**config.mk**
```make
export PLATFORM = sky130hd
export DESIGN_NAME = r22sdf_frame_ctrl
export DESIGN_NICKNAME = d
export VERILOG_FILES = /design/src/rtl/r22sdf_frame_ctrl.sv
export SDC_FILE = /design/constraint.sdc
export NUM_CORES = 1
export LEC_CHECK = 0
export BUFFER_PORTS_ARGS = -buffer_cell sky130_fd_sc_hd__buf_4
export CAP_MARGIN = 20
export CORE_ASPECT_RATIO = 0.5
export CORE_UTILIZATION = 45
export CTS_BUF_LIST = sky130_fd_sc_hd__clkbuf_8
export DETAILED_ROUTE_END_ITERATION = 8
export SLEW_MARGIN = 20
export SYNTH_ARGS = -nofsm -noshare
export SYNTH_HDL_FRONTEND = slang
export SYNTH_SLANG_ARGS = --single-unit
```
**constraint.sdc**
```tcl
create_clock -name sys_clk -period 2.65 [get_ports sys_clk]
set_clock_uncertainty 0.1 [all_clocks]
set_input_delay 0.1325 -clock sys_clk [delete_from_list [all_inputs] [get_ports sys_clk]]
set_output_delay 0.1325 -clock sys_clk [all_outputs]
set_load 0.005 [all_outputs]
```
**src/rtl/r22sdf_frame_ctrl.sv**
```systemverilog
// r22sdf_frame_ctrl
//   Frame sequencer for an enable-gated R22SDF FFT pipeline. Upstream samples
//   enter through a valid/ready handshake. Each accepted sample pulses the
//   pipeline's global enable (core_en), and only while the twiddle CORDICs
//   report ready. Samples are counted into frames of FFT_LEN. After the last
//   frame the controller flushes the pipeline by itself. Pipeline output is
//   tagged with valid/sop/eop and with the natural-order bin index of each
//   bit-reversed result.
//
// Handshake: a sample transfers on every rising sys_clk edge where
//   in_valid & in_ready. in_ready depends only on state, cordic_rdy and
//   abort, never on in_valid.
//
// Ports
//   sys_clk, sys_nrst    clock, asynchronous active-low reset
//   abort                synchronous soft clear (keeps the CORDIC wait)
//   cordic_rdy           AND of all twiddle generator ready flags
//   in_valid / in_ready  upstream sample handshake
//   core_en              global pipeline enable (combinational)
//   out_valid/sop/eop    tags for pipeline dout sampled at the same edge
//   out_idx              natural-order bin index of the current output
//   frame_done           completed output frames, wraps at 16 bits
//   busy                 controller is in RUN or FLUSH
//   dbg_state, dbg_pend  FSM state and in-flight sample count, for observation
module r22sdf_frame_ctrl #(
  parameter int FFT_LEN    = 1024,
  parameter int PIPE_LAT   = 1100,
  parameter int FLUSH_WAIT = 16,
  localparam int IW = $clog2(FFT_LEN),
  localparam int CW = $clog2(PIPE_LAT + 1)
) (
  input  logic          sys_clk,
  input  logic          sys_nrst,
  input  logic          abort,
  input  logic          cordic_rdy,
  input  logic          in_valid,
  output logic          in_ready,
  output logic          core_en,
  output logic          out_valid,
  output logic          out_sop,
  output logic          out_eop,
  output logic [IW-1:0] out_idx,
  output logic [15:0]   frame_done,
  output logic          busy,
  output logic [1:0]    dbg_state,
  output logic [CW-1:0] dbg_pend
);

  typedef enum logic [1:0] {
    WAIT_RDY = 2'd0,
    IDLE     = 2'd1,
    RUN      = 2'd2,
    FLUSH    = 2'd3
  } state_t;

  state_t        state;
  logic [IW-1:0] in_cnt;
  logic [IW-1:0] out_cnt;
  logic [CW-1:0] en_cnt;
  logic [CW-1:0] pend;
  logic [7:0]    idle_cnt;
  logic [IW-1:0] out_cnt_rev;
  logic          accept;
  logic          idle_done;

  // abort masks the handshake in its own cycle. Otherwise a sample could be
  // accepted and then thrown away by the clear.
  assign in_ready  = cordic_rdy & ~abort & ((state == IDLE) | (state == RUN));
  assign accept    = in_valid & in_ready;
  assign core_en   = cordic_rdy & ~abort & (accept | (state == FLUSH));

  // A result is real once the pipeline has been primed PIPE_LAT times since
  // it last held only bubbles, and a real sample is still inside.
  assign out_valid = core_en & (en_cnt >= CW'(PIPE_LAT)) & (pend != '0);
  assign out_sop   = out_valid & (out_cnt == '0);
  assign out_eop   = out_valid & (out_cnt == IW'(FFT_LEN - 1));
  assign out_idx   = out_valid ? out_cnt_rev : '0;

  // WAIT_RDY counts as not busy, which keeps busy low out of reset.
  assign busy      = (state == RUN) | (state == FLUSH);
  assign dbg_state = state;
  assign dbg_pend  = pend;
  assign idle_done = (idle_cnt == 8'(FLUSH_WAIT - 1));

  always_comb begin
    out_cnt_rev = '0;
    for (int i = 0; i < IW; i++) out_cnt_rev[i] = out_cnt[IW-1-i];
  end

  always_ff @(posedge sys_clk or negedge sys_nrst) begin
    if (!sys_nrst) begin
      state      <= WAIT_RDY;
      in_cnt     <= '0;
      out_cnt    <= '0;
      en_cnt     <= '0;
      pend       <= '0;
      idle_cnt   <= '0;
      frame_done <= '0;
    end else if (abort) begin
      // Restarting en_cnt means stale pipeline contents are never tagged.
      state      <= cordic_rdy ? IDLE : WAIT_RDY;
      in_cnt     <= '0;
      out_cnt    <= '0;
      en_cnt     <= '0;
      pend       <= '0;
      idle_cnt   <= '0;
      frame_done <= '0;
    end else begin
      if (core_en) begin
        if (accept) in_cnt <= in_cnt + 1'b1;
        if (en_cnt != CW'(PIPE_LAT)) en_cnt <= en_cnt + 1'b1;
        case ({accept, out_valid})
          2'b10:   pend <= pend + 1'b1;
          2'b01:   pend <= pend - 1'b1;
          default: pend <= pend;
        endcase
        if (out_valid) begin
          out_cnt <= out_cnt + 1'b1;
          if (out_eop) frame_done <= frame_done + 16'd1;
        end
      end

      case (state)
        WAIT_RDY: if (cordic_rdy) state <= IDLE;
        IDLE:     if (accept) state <= RUN;
        RUN: begin
          // Idle time is counted only at a frame boundary. A partial frame
          // waits for more samples indefinitely.
          if (cordic_rdy) begin
            if (accept || (in_cnt != '0)) begin
              idle_cnt <= '0;
            end else if (idle_done) begin
              idle_cnt <= '0;
              state    <= FLUSH;
            end else begin
              idle_cnt <= idle_cnt + 8'd1;
            end
          end
        end
        FLUSH: begin
          // Leave as the last real sample exits. The pipeline then holds only
          // bubbles, so priming restarts for the next frame.
          if (cordic_rdy && ((pend == '0) || (out_valid && (pend == CW'(1))))) begin
            state  <= IDLE;
            en_cnt <= '0;
          end
        end
        default: state <= WAIT_RDY;
      endcase
    end
  end

endmodule

```
### Yosys cells after proc, flatten, opt, wreduce, memory -nomap -nowiden

Cells that the tools add are included.
Widths: inputs -> output; s select.

| storage, ports and cells | value |
|---|---|
| bits in registers | 68 |
| bits in latches | 0 |
| bits in writable memories | 0 |
| bits in read-only memories | 0 |
| input bits | 5 |
| memories | 0 |

| operators by class | value |
|---|---|
| add/sub/neg operators | 7 |
| $mul | 0 |
| divide/modulo/power cells | 0 |
| order comparisons | 1 |
| eq/ne operators | 15 |
| shifts and indexed selects | 0 |
| mux-type cells | 33 |
| bitwise gates (word level) | 12 |
| reduce and logical (&&, ||, !) cells | 22 |

Operators by type and width:

| cell | count |
|---|---|
| $mux 11 | 7 |
| $mux 10 | 7 |
| $mux 16 | 4 |
| $mux 8 | 5 |
| $add 11x1->11 const B | 2 |
| $pmux 11 s2 | 1 |
| $add 10x1->10 const B | 2 |
| $add 16x1->16 const B | 1 |
| $ne 3x3->1 const B | 5 |
| $mux 2 | 7 |
| $reduce_bool 2->1 | 6 |
| $eq 11x1->1 const B | 1 |
| $ge 11x11->1 const B | 1 |
| $logic_not 11->1 | 1 |
| $ne 11x11->1 const B | 1 |
| $reduce_bool 11->1 | 1 |
| $sub 11x1->11 const B | 1 |
| $eq 10x10->1 const B | 1 |
| $logic_not 10->1 | 1 |
| $reduce_bool 10->1 | 1 |
| $add 8x1->8 const B | 1 |
| $and 1x1->1 | 8 |
| $eq 8x4->1 const B | 1 |
| $pmux 2 s4 | 1 |
| 13 further kinds | 23 |

### Logic depth before layout (Yosys ltp)

| logic depth | value |
|---|---|
| depth in word-level cells | 14 |
| mapped depth | 9 |
| mapped depth without buffers | 8 |

### Worst setup path before layout

Ideal clock, no wire load.

| path | value |
|---|---|
| path type | register to register |
| from | reg state[0], in the netlist dbg_state[0] |
| to | reg frame_done[12] |
| setup time | 78 ps |
| data arrival time | 2194 ps |
| path slack | 278 ps |
| cell stages (with the launch flop) | 9 |
| path through | dfrtp_1 inv_1 ha_1 a21o_2 and3_2 nand4_2 clkbuf_1 or4_1 a21oi_1 |

| on the way | value |
|---|---|
| longest elaborated chain between the ends | 11 |

Ends and longest elaborated chain:

| what | line | text |
|---|---|---|
| start, declared | 56 | `state_t state;` |
| start signal, assigned | 101 | `state <= cordic_rdy ? IDLE : WAIT_RDY;` |
| $eq 2x1->1 or $eq 2x2->1 (tied branches) | 68 | `assign in_ready = cordic_rdy & ~abort & ((state == IDLE) \| (state == RUN));` |
| $or 1x1->1 | 68 |  |
| $and 1x1->1 | 68 |  |
| $and 1x1->1 | 69 | `assign accept = in_valid & in_ready;` |
| $or 1x1->1 * | 70 | `assign core_en = cordic_rdy & ~abort & (accept \| (state == FLUSH));` |
| $and 1x1->1 * | 70 |  |
| $and 1x1->1 (2 in a row) | 74 | `assign out_valid = core_en & (en_cnt >= CW'(PIPE_LAT)) & (pend != '0);` |
| $and 1x1->1 | 76 | `assign out_eop = out_valid & (out_cnt == IW'(FFT_LEN - 1));` |
| $reduce_bool 2->1 (no source line) | -- |  |
| $reduce_and 3->1 (no source line) * | -- |  |
| end signal, assigned | 119 | `if (out_eop) frame_done <= frame_done + 16'd1;` |
| end, declared | 43 | `output logic [15:0] frame_done,` |

Mark *: on every way between the ends. The rest lies on a longest branch, timed or not.
A chain may end at the register's enable or synchronous reset.

### Final worst setup path

| path | value |
|---|---|
| from | reg state[0], in the netlist dbg_state[0] |
| to | out out_idx[0] |

| on the way | value |
|---|---|
| longest elaborated chain between the ends | 9 |

Ends and longest elaborated chain:

| what | line | text |
|---|---|---|
| $eq 2x1->1 or $eq 2x2->1 (tied branches) | 68 |  |
| $or 1x1->1 | 68 |  |
| $and 1x1->1 | 68 |  |
| $and 1x1->1 | 69 |  |
| $or 1x1->1 * | 70 |  |
| $and 1x1->1 * | 70 |  |
| $and 1x1->1 * (2 in a row) | 74 |  |
| $mux 10 * | 77 | `assign out_idx = out_valid ? out_cnt_rev : '0;` |
| end, declared | 42 | `output logic [IW-1:0] out_idx,` |

Marks and branches as above.

==> flow_summary.json <==
{
  "async_reset_ff_share_pct": 100,
  "worst_pin_slew_ns": 0.912,
  "pin_count": 50,
  "cpPeakStageDelay_ns": 0.38,
  "die-area_um2": 9980,
  "whs_ns": 0.0903,
  "diodes": 0,
  "place_inst": 645,
  "start_util_pct": 47.9,
  "hold_class": "primary input to flop",
  "synth_edf_count": 0,
  "ys_seq_elements": 68,
  "synth_ff_type": "dfrtp_1",
  "ff2ff_path_depth": 8,
  "clk_pin_slew_ns": 0.07,
  "yosysMostFrequentCell": "dfrtp_1",
  "seq_area_um2": 1700,
  "final_max_slew_viol_count": 0,
  "hold_start": "cordic_rdy",
  "grt_max_degree": 69,
  "grt_setup_unrepaired": "no",
  "critPathBufInv": 4,
  "multi_input_area_um2": 2400,
  "grt_util_all_layers_pct": 22.1,
  "finalCritPeriodShare_pct": 95.1,
  "cp-start-kind": "flop",
  "synth_area_leaders": "dfrtp_1 40%, ha_1 4.9%, o31ai_1 3.7%, nand2_1 3.6%, nor2_1 3.6%",
  "clockPowerShare_pct": 40.1,
  "syn_nets": 498,
  "cts_tree": "built",
  "end_kind": "output pin",
  "power_frac_seq_pct": 40.5,
  "ir_worst_vdd_uv": 268,
  "wl_per_cell_um": 15.6,
  "clock-sinks": 68,
  "min_period_ns": 2.52,
  "setup_viol": 0,
  "slew_headroom_pct": 39.2,
  "syn_area_um2": 4300,
  "clock-root-buffer": "clkbuf_8",
  "finalHoldViolations": 0,
  "fmax_ghz": 0.397,
  "dr.pass1.iters": 5,
  "postSynthAreaPerCell_um2": 9.03,
  "ant_nets": 0,
  "via_per_inst": 5.71,
  "yosysWarnings": 0,
  "ff2ff_setup_slack_ns": 0.18,
  "coreArea_um2": 8980,
  "slowest_stage": "dfrtp_1",
  "crit_fanout": 10,
  "path_class": "flop to output pin",
  "hold_depth": 3,
  "yosys-top-cells-count": "68 x dfrtp_1, 41 x nand2_1, 41 x nor2_1",
  "die_width_um": 140,
  "syn_to_final_growth_pct": 21.8,
  "nets": 571,
  "drt_iter0_drc": 177,
  "crit_family": "simple AND/OR/NAND/NOR gates",
  "overflow": 0,
  "cp_common_cell": "buf_4",
  "p_int_w": 0.00194,
  "dr_total_vias": 3831,
  "startpoint": "dbg_state[0]",
  "crit_required_ns": 2.42,
  "drive_above_1_share_pct": 21.8,
  "grt_pass1_wl_um": 17400,
  "h-tree-depth": 3,
  "crit_cells": 9,
  "clkLatencyLatePin_ns": 0.35,
  "rows": 24,
  "fin_setup_tns_ns": 0,
  "antenna_found_initial": 0,
  "die_h_um": 71.1,
  "yosysSeqAreaShare_pct": 39.6,
  "fillCellCount": 820,
  "p_switching_w": 0.000723,
  "outcome": "finished clean",
  "worstPathCellList": "inv_1, ha_4, a21o_2, and3_2, nand3_4, inv_2, buf_4, and2_1, buf_4",
  "post-route-util_pct": 58.3,
  "p_leak_nw": 2.39,
  "maxCapViolCount": 0,
  "p_sw_share_pct": 27.2,
  "drt_wl_total_um": 10500,
  "yosysTopAreaCellShare_pct": 39.6,
  "gp_congestion": 0.844,
  "grt_pass1_vias": 3473,
  "yosysUniqueCellTypes": 60,
  "rr_startpoint": "dbg_state[0]",
  "synthCells": 476,
  "hpwl_um": 7100,
  "power_density_nw_per_um2": 508,
  "synth_top_cell_by_area": "dfrtp_1",
  "fin_cells": 671,
  "combPwrFrac_pct": 19.4,
  "arrival_ns": 2.29,
  "route.detailed.drc": 0,
  "cts_buffers": 9,
  "portBuffers": 49,
  "clockBufferDepth": 2
}
per-stage QoR:
stage	area, um^2	total power [W]	worst slack [ns]
floorplan	4300	0.00139	0.278
global placement	4870	0.00157	0.156
detailed placement	4870	0.00158	0.136
CTS	5150	0.00267	0.0212
global route	5240	0.00281	0.00673
finish	5240	0.00266	0.129
cell families (layout without fill, tap and decap cells):
family / after synthesis / in the layout / share of synthesized area, %
flip-flops: 68 / 68 / 39.6
AO/OA/AOI/OAI: 85 / 85 / 12.7
adder cells (fa/ha/maj): 17 / 17 / 4.95
multiplexers: 18 / 18 / 4.33
buffers and inverters: 45 / 123 / 5.21
AND/OR/NAND/NOR: 223 / 223 / 29.1
XOR/XNOR: 20 / 20 / 4.07
cell type report:
class	instances	area share [%]
timing repair buffer	82	12.4
clock inverter	6	2.13
multi-input combinational	363	45.8
sequential	68	32.5
inverter	25	1.79
clock buffer	10	2.63
tap	117	2.79
placed cells by master, fill, tap and decap left out, types with 12 or more instances in the layout:
cell,count
o21ai_0,14
nand2_1,41
ha_1,15
and3_1,14
dfrtp_1,68
or4_1,18
xor2_1,12
mux2i_1,13
buf_4,78
o31ai_1,21
nand3_1,24
nor2_1,41
nand4_1,18
a21oi_1,30
inv_1,22
worst register-to-register path: stages (launching register included):
cell	delay [ns]
dfrtp_1	0.34
inv_1	0.10
ha_4	0.32
a21o_2	0.15
and3_2	0.25
nand4_2	0.22
clkbuf_16	0.26
or4_1	0.50
a21oi_1	0.16
what timing repair did:
action,4_1_cts,5_1_grt
hold buffers,2,0
cloned,0,1
pin swaps,0,1
setup endpoints to repair,5,12
gates resized for setup,1,4
hold endpoints to repair,70,0
setup buffers,0,7
metal layers:
layer	wire length, um	vias up	track usage, %
met5	0	-	0
met4	47	0	5.13
met3	494	5	5.55
met2	4550	72	32.8
met1	5390	1863	32.3
li1	-	1891	-
worst paths after layout:
check,end
min in group asynchronous,out_cnt[5]
worst max register to register,frame_done[9]
worst max-delay path,out_idx[0]
max in group asynchronous,in_cnt[9]
worst min-delay path,dbg_state[0]
worst min register to register,idle_cnt[6]
power by group through the flow:
stage               Clock (W)  Combinational, W  Sequential [W]
floorplan                   0          0.000283         0.00111
global placement            0          0.000477         0.00110
detailed placement          0          0.000483         0.00110
CTS                   0.00110          0.000489         0.00108
global route          0.00115          0.000577         0.00108
finish                0.00107          0.000516         0.00108
registers in the layout, indices dropped and copies added (netlist names):
register / flops
out_cnt: 10
en_cnt: 11
dbg_state: 2
frame_done: 16
in_cnt: 10
idle_cnt: 8
dbg_pend: 11
Power figures use the tool's default switching activity.
